==> src/rtl/bcd_add_seq.sv <==
// Sequential packed-BCD adder: one decimal digit per clock, LSD first, with an IDLE/ADD/DONE handshake.
// Optional macro BCD_INPUT_CHECK_EN adds an err output flagging non-BCD operand digits.
module bcd_add_seq #(
    parameter int DIGITS = 4
) (
    input  logic                  clk,
    input  logic                  rst_n,
    input  logic                  start,
    input  logic [4*DIGITS-1:0]   a,
    input  logic [4*DIGITS-1:0]   b,
    input  logic                  cin,
    output logic                  ready,
    output logic [4*DIGITS-1:0]   sum,
    output logic                  cout,
    output logic                  done
`ifdef BCD_INPUT_CHECK_EN
    ,
    output logic                  err
`endif
);

    localparam int W     = 4 * DIGITS;
    localparam int IDX_W = (DIGITS > 1) ? $clog2(DIGITS) : 1;

    typedef enum logic [1:0] {
        IDLE = 2'd0,
        ADD  = 2'd1,
        DONE = 2'd2
    } state_t;

    state_t             state_r;
    logic [W-1:0]       a_r;
    logic [W-1:0]       b_r;
    logic [W-1:0]       sum_r;
    logic               carry_r;
    logic [IDX_W-1:0]   idx_r;
    logic               ready_r;
    logic               done_r;
    logic               cout_r;

    logic [3:0]         dig_a_s;
    logic [3:0]         dig_b_s;
    logic [4:0]         dsum_s;
    logic [3:0]         res_s;
    logic               carry_next_s;
    logic               last_s;
    logic [W-1:0]       mask_s;
    logic [W-1:0]       sum_next_s;
`ifdef BCD_INPUT_CHECK_EN
    logic               bad_s;
    logic               err_r;
`endif

    // Current digit: decimal-corrected sum, carry and merged sum word
    always_comb begin
        dig_a_s = a_r[{idx_r, 2'b00} +: 4];
        dig_b_s = b_r[{idx_r, 2'b00} +: 4];
        dsum_s  = {1'b0, dig_a_s} + {1'b0, dig_b_s} + {4'b0000, carry_r};
        if (dsum_s > 5'd9) begin
            // (s + 6) mod 16 only depends on the low nibble of s
            res_s        = dsum_s[3:0] + 4'd6;
            carry_next_s = 1'b1;
        end else begin
            res_s        = dsum_s[3:0];
            carry_next_s = 1'b0;
        end
        mask_s     = W'(4'hF) << {idx_r, 2'b00};
        sum_next_s = (sum_r & ~mask_s) | (W'(res_s) << {idx_r, 2'b00});
        last_s     = (idx_r == IDX_W'(DIGITS - 1));
`ifdef BCD_INPUT_CHECK_EN
        bad_s      = (dig_a_s > 4'd9) || (dig_b_s > 4'd9);
`endif
    end

    // Control FSM with registered outputs and datapath registers
    always_ff @(posedge clk or negedge rst_n) begin
        if (!rst_n) begin
            state_r <= IDLE;
            a_r     <= '0;
            b_r     <= '0;
            sum_r   <= '0;
            carry_r <= 1'b0;
            idx_r   <= '0;
            ready_r <= 1'b1;
            done_r  <= 1'b0;
            cout_r  <= 1'b0;
`ifdef BCD_INPUT_CHECK_EN
            err_r   <= 1'b0;
`endif
        end else begin
            case (state_r)
                IDLE: begin
                    if (start) begin
                        a_r     <= a;
                        b_r     <= b;
                        carry_r <= cin;
                        idx_r   <= '0;
                        ready_r <= 1'b0;
                        state_r <= ADD;
`ifdef BCD_INPUT_CHECK_EN
                        err_r   <= 1'b0;
`endif
                    end
                end
                ADD: begin
                    sum_r   <= sum_next_s;
                    carry_r <= carry_next_s;
`ifdef BCD_INPUT_CHECK_EN
                    err_r   <= err_r | bad_s;
`endif
                    if (last_s) begin
                        cout_r  <= carry_next_s;
                        done_r  <= 1'b1;
                        state_r <= DONE;
                    end else begin
                        idx_r   <= idx_r + IDX_W'(1);
                    end
                end
                DONE: begin
                    done_r  <= 1'b0;
                    ready_r <= 1'b1;
                    state_r <= IDLE;
                end
                default: begin
                    done_r  <= 1'b0;
                    ready_r <= 1'b1;
                    state_r <= IDLE;
                end
            endcase
        end
    end

    assign ready = ready_r;
    assign sum   = sum_r;
    assign cout  = cout_r;
    assign done  = done_r;
`ifdef BCD_INPUT_CHECK_EN
    assign err   = err_r;
`endif

endmodule

==> config.mk <==
export PLATFORM = sky130hd
export DESIGN_NAME = bcd_add_seq
export DESIGN_NICKNAME = d
export VERILOG_FILES = /design/src/rtl/bcd_add_seq.sv
export SDC_FILE = /design/constraint.sdc
export NUM_CORES = 1
export LEC_CHECK = 0
export CORE_AREA = 4 4 80 82
export CTS_BUF_LIST = sky130_fd_sc_hd__clkbuf_4
export CTS_CLUSTER_DIAMETER = 100
export CTS_CLUSTER_SIZE = 30
export DETAILED_ROUTE_END_ITERATION = 8
export DIE_AREA = 0 0 84 86
export PLACE_DENSITY = 0.78
export SLEW_MARGIN = 25
export SYNTH_ARGS = -nofsm -noshare
export SYNTH_HDL_FRONTEND = slang
export SYNTH_SLANG_ARGS = --single-unit
==> constraint.sdc <==
create_clock -name clk -period 3.4 [get_ports clk]
set_clock_uncertainty 0.15 [all_clocks]
set_input_delay 0.51 -clock clk [delete_from_list [all_inputs] [get_ports clk]]
set_output_delay 0.51 -clock clk [all_outputs]
set_load 0.01 [all_outputs]
==> reports/qor.yml <==
status: "finished with violations"
violations: "negative hold slack"
critPathKind: "reg -> reg"
crit_chain: "mux4_2, fa_2, fa_2, inv_1, ha_2, nor2b_2, a31oi_4, a31oi_4, xnor2_2, o21ai_1"
io_pins: 55
hold_buffers: 0
cp_top_family: "adder cells"
hold_violations: 8
core_sq_um: 5750
muxShareOfSynthArea: 0.211
drt-pass1-iter-count: 4
max_cap_viol_count: 0
clk_pin_slew_ps: 160
yosys_most_used_dff: "dfrtp_1"
synth-edff-count: 0
synth-compound-area-share: 0.0935
cpPeakStageDelay_ps: 520
placed_area_sq_um: 3270
final_area_sq_um: 3350
clkLatencyLatePin_ps: 380
numPortBuffers: 54
gp_congestion: 0.841
start_kind: "flop"
synthAdderAreaFrac: 0.0537
fin_hold_ws_ps: -21.5
vias: 1755
r2r_slack_ps: 170
wl_met3_microns: 256
insertedDiodeCount: 0
cts-buffers-inserted: 5
vias_per_cell: 5.24
num_rows: 28
r2r-end: "sum[1]"
drive_gt1_frac: 0.288
cts_max_level: 2
drc_errors: 0
dr_wl_met2_microns: 2560
finalCriticalPeriod_ps: 3230
ys_seq_area_frac: 0.537
synthArstFlopShare: 1.00
grt_use_total: 0.151
ys_types: 28
routed.top_layer: "met4"
syn_area_sq_um: 2610
die_h_microns: 86
grt_start_max_net_pins: 36
grt_setup_unrepaired: "false"
synth-xor-area-share: 0.0125
antenna_found_initial: 0
first_global_vias: 1778
area_delta_synth_final_pct: 28.3
cp_num_buf_inv: 1
wirelength_microns: 5040
synth_top_area_frac: 0.527
cts_root_buf: "clkbuf_4"
synth-simple-area-share: 0.0695
setup-violations-final: 0
cpMaxStageDelayCell: "mux4_2"
fin_crit_sh: 0.951
grt_pass1_wl_microns: 8690
timing.fmax_mhz: 309
drt-initial-drc-count: 84
die_area_sq_um: 7220
clockBufferDepth: 2
start_util: 0.454
tns_ps: 0
routedWlPerCell_microns: 15.0
synth_top_family_by_area: "multiplexers"
cts_tree: "built"
synth_area_leaders: "dfrtp_1 (53%), mux2_2 (14%), mux4_2 (6.9%)"
ff2ff_path_depth: 10
yosysTopAreaCell: "dfrtp_1"
critPathArrivalTime_ps: 3350
dp_hpwl_microns: 3960
path_max_fanout: 4
worst_setup_path_end_kind: "flop"
synth.avg_cell_area_sq_um: 13.2
postRouteAntennaNets: 0
required_ps: 3510
final_nets: 305
max_slew_margin: 0.560
numClockSinks: 56
yosys-top-cells-count: "dfrtp_1 (55), mux2_2 (33), nand2_1 (25)"
synth.most_common_cell: "dfrtp_1"
chipWidth_microns: 84
ys_warn_count: 0
ys_ff_latch: 56
hold_class: "in -> async"
synth_nets: 243
r2r-start: "idx_r[0]"
max_slew.worst_pin.slew_ps: 659
maxSlewViolCount: 0
post_cts_buffers: 0
gr-total-overflow: 0
wl_met1_microns: 2170
netlist_instances: 197
==> per-stage QoR <==
stage | util | hold WS [ps] | cells | worst slack, ps
after floorplan | - | 64.4 | 197 | 29.0
after global placement | 0.570 | 313 | 327 | 202
after detailed placement | 0.570 | 320 | 327 | 102
after CTS | 0.580 | 0.216 | 335 | 86.0
after global routing | 0.583 | 18.4 | 335 | 1.66
final | 0.583 | -21.5 | 335 | 168
==> what timing repair did <==
item / 4_1_cts / 5_1_grt
endpoints found under the setup margin: 0 / 11
resized for setup: 0 / 3
hold endpoints to repair: 0 / 0
==> how the worst max path moves through the flow <==
stage	start	end	depth (start not counted)
finish	idx_r[0]	sum[1]	10
detailed placement	idx_r[0]	sum[2]	9
floorplan	idx_r[0]	sum[1]	11
global route	idx_r[0]	sum[7]	10
global placement	idx_r[0]	sum[3]	10
CTS	idx_r[0]	sum[7]	10
==> kinds of logic after synthesis <==
| kind of cell | count (synthesis) |
|---|---|
| adder cells (fa/ha/maj) | 10 |
| XOR/XNOR | 2 |
| AND/OR/NAND/NOR | 40 |
| multiplexers | 41 |
| buffers and inverters | 14 |
| AO/OA/AOI/OAI | 34 |
| flip-flops | 56 |
==> worst reg2reg max path: cells and delay by family, from the launching register on <==
kind	cells	cell delay, ps
xor+xnor	1	210
mux	1	530
buf+inv	1	60
simple gates	1	170
fa+ha+maj	3	1100
compound gates	3	470
flops	1	440
==> state kept, by name (all words and copies together) (netlist names) <==
register / flops
ready: 1
sum: 16
done: 1
idx_r: 2
state_r: 2
carry_r: 1
b_r: 16
a_r: 16
cout: 1
==> metal layers <==
layer,GRT usage,vias up
li1,-,822
met1,0.195,881
met2,0.257,45
met3,0.0355,7
met4,0.0395,0
met5,0,-
==> cell usage in the layout, fill, tap and decap left out, types with 3 or more instances in the layout <==
master	count
nand3_1	3
ha_1	7
nand2_1	25
o21ai_1	4
o21ai_0	15
inv_1	8
nor2_1	4
clkdlybuf4s50_1	53
dfrtp_1	54
a21oi_1	3
clkbuf_4	7
buf_4	7
mux2_2	33
mux4_2	8
==> cell type report <==
type                       count  area [sq um]
multi-input combinational    127          1170
sequential                    56          1400
tap                           75          93.8
fill                         493          2400
clock inverter                 1          5.00
clock buffer                   7          52.6
timing repair buffer          61           588
inverter                       8          30.0
Power is left out: the tool's default activity adds up to more than one toggle a clock period on the data nets, which glitch-free logic cannot reach.
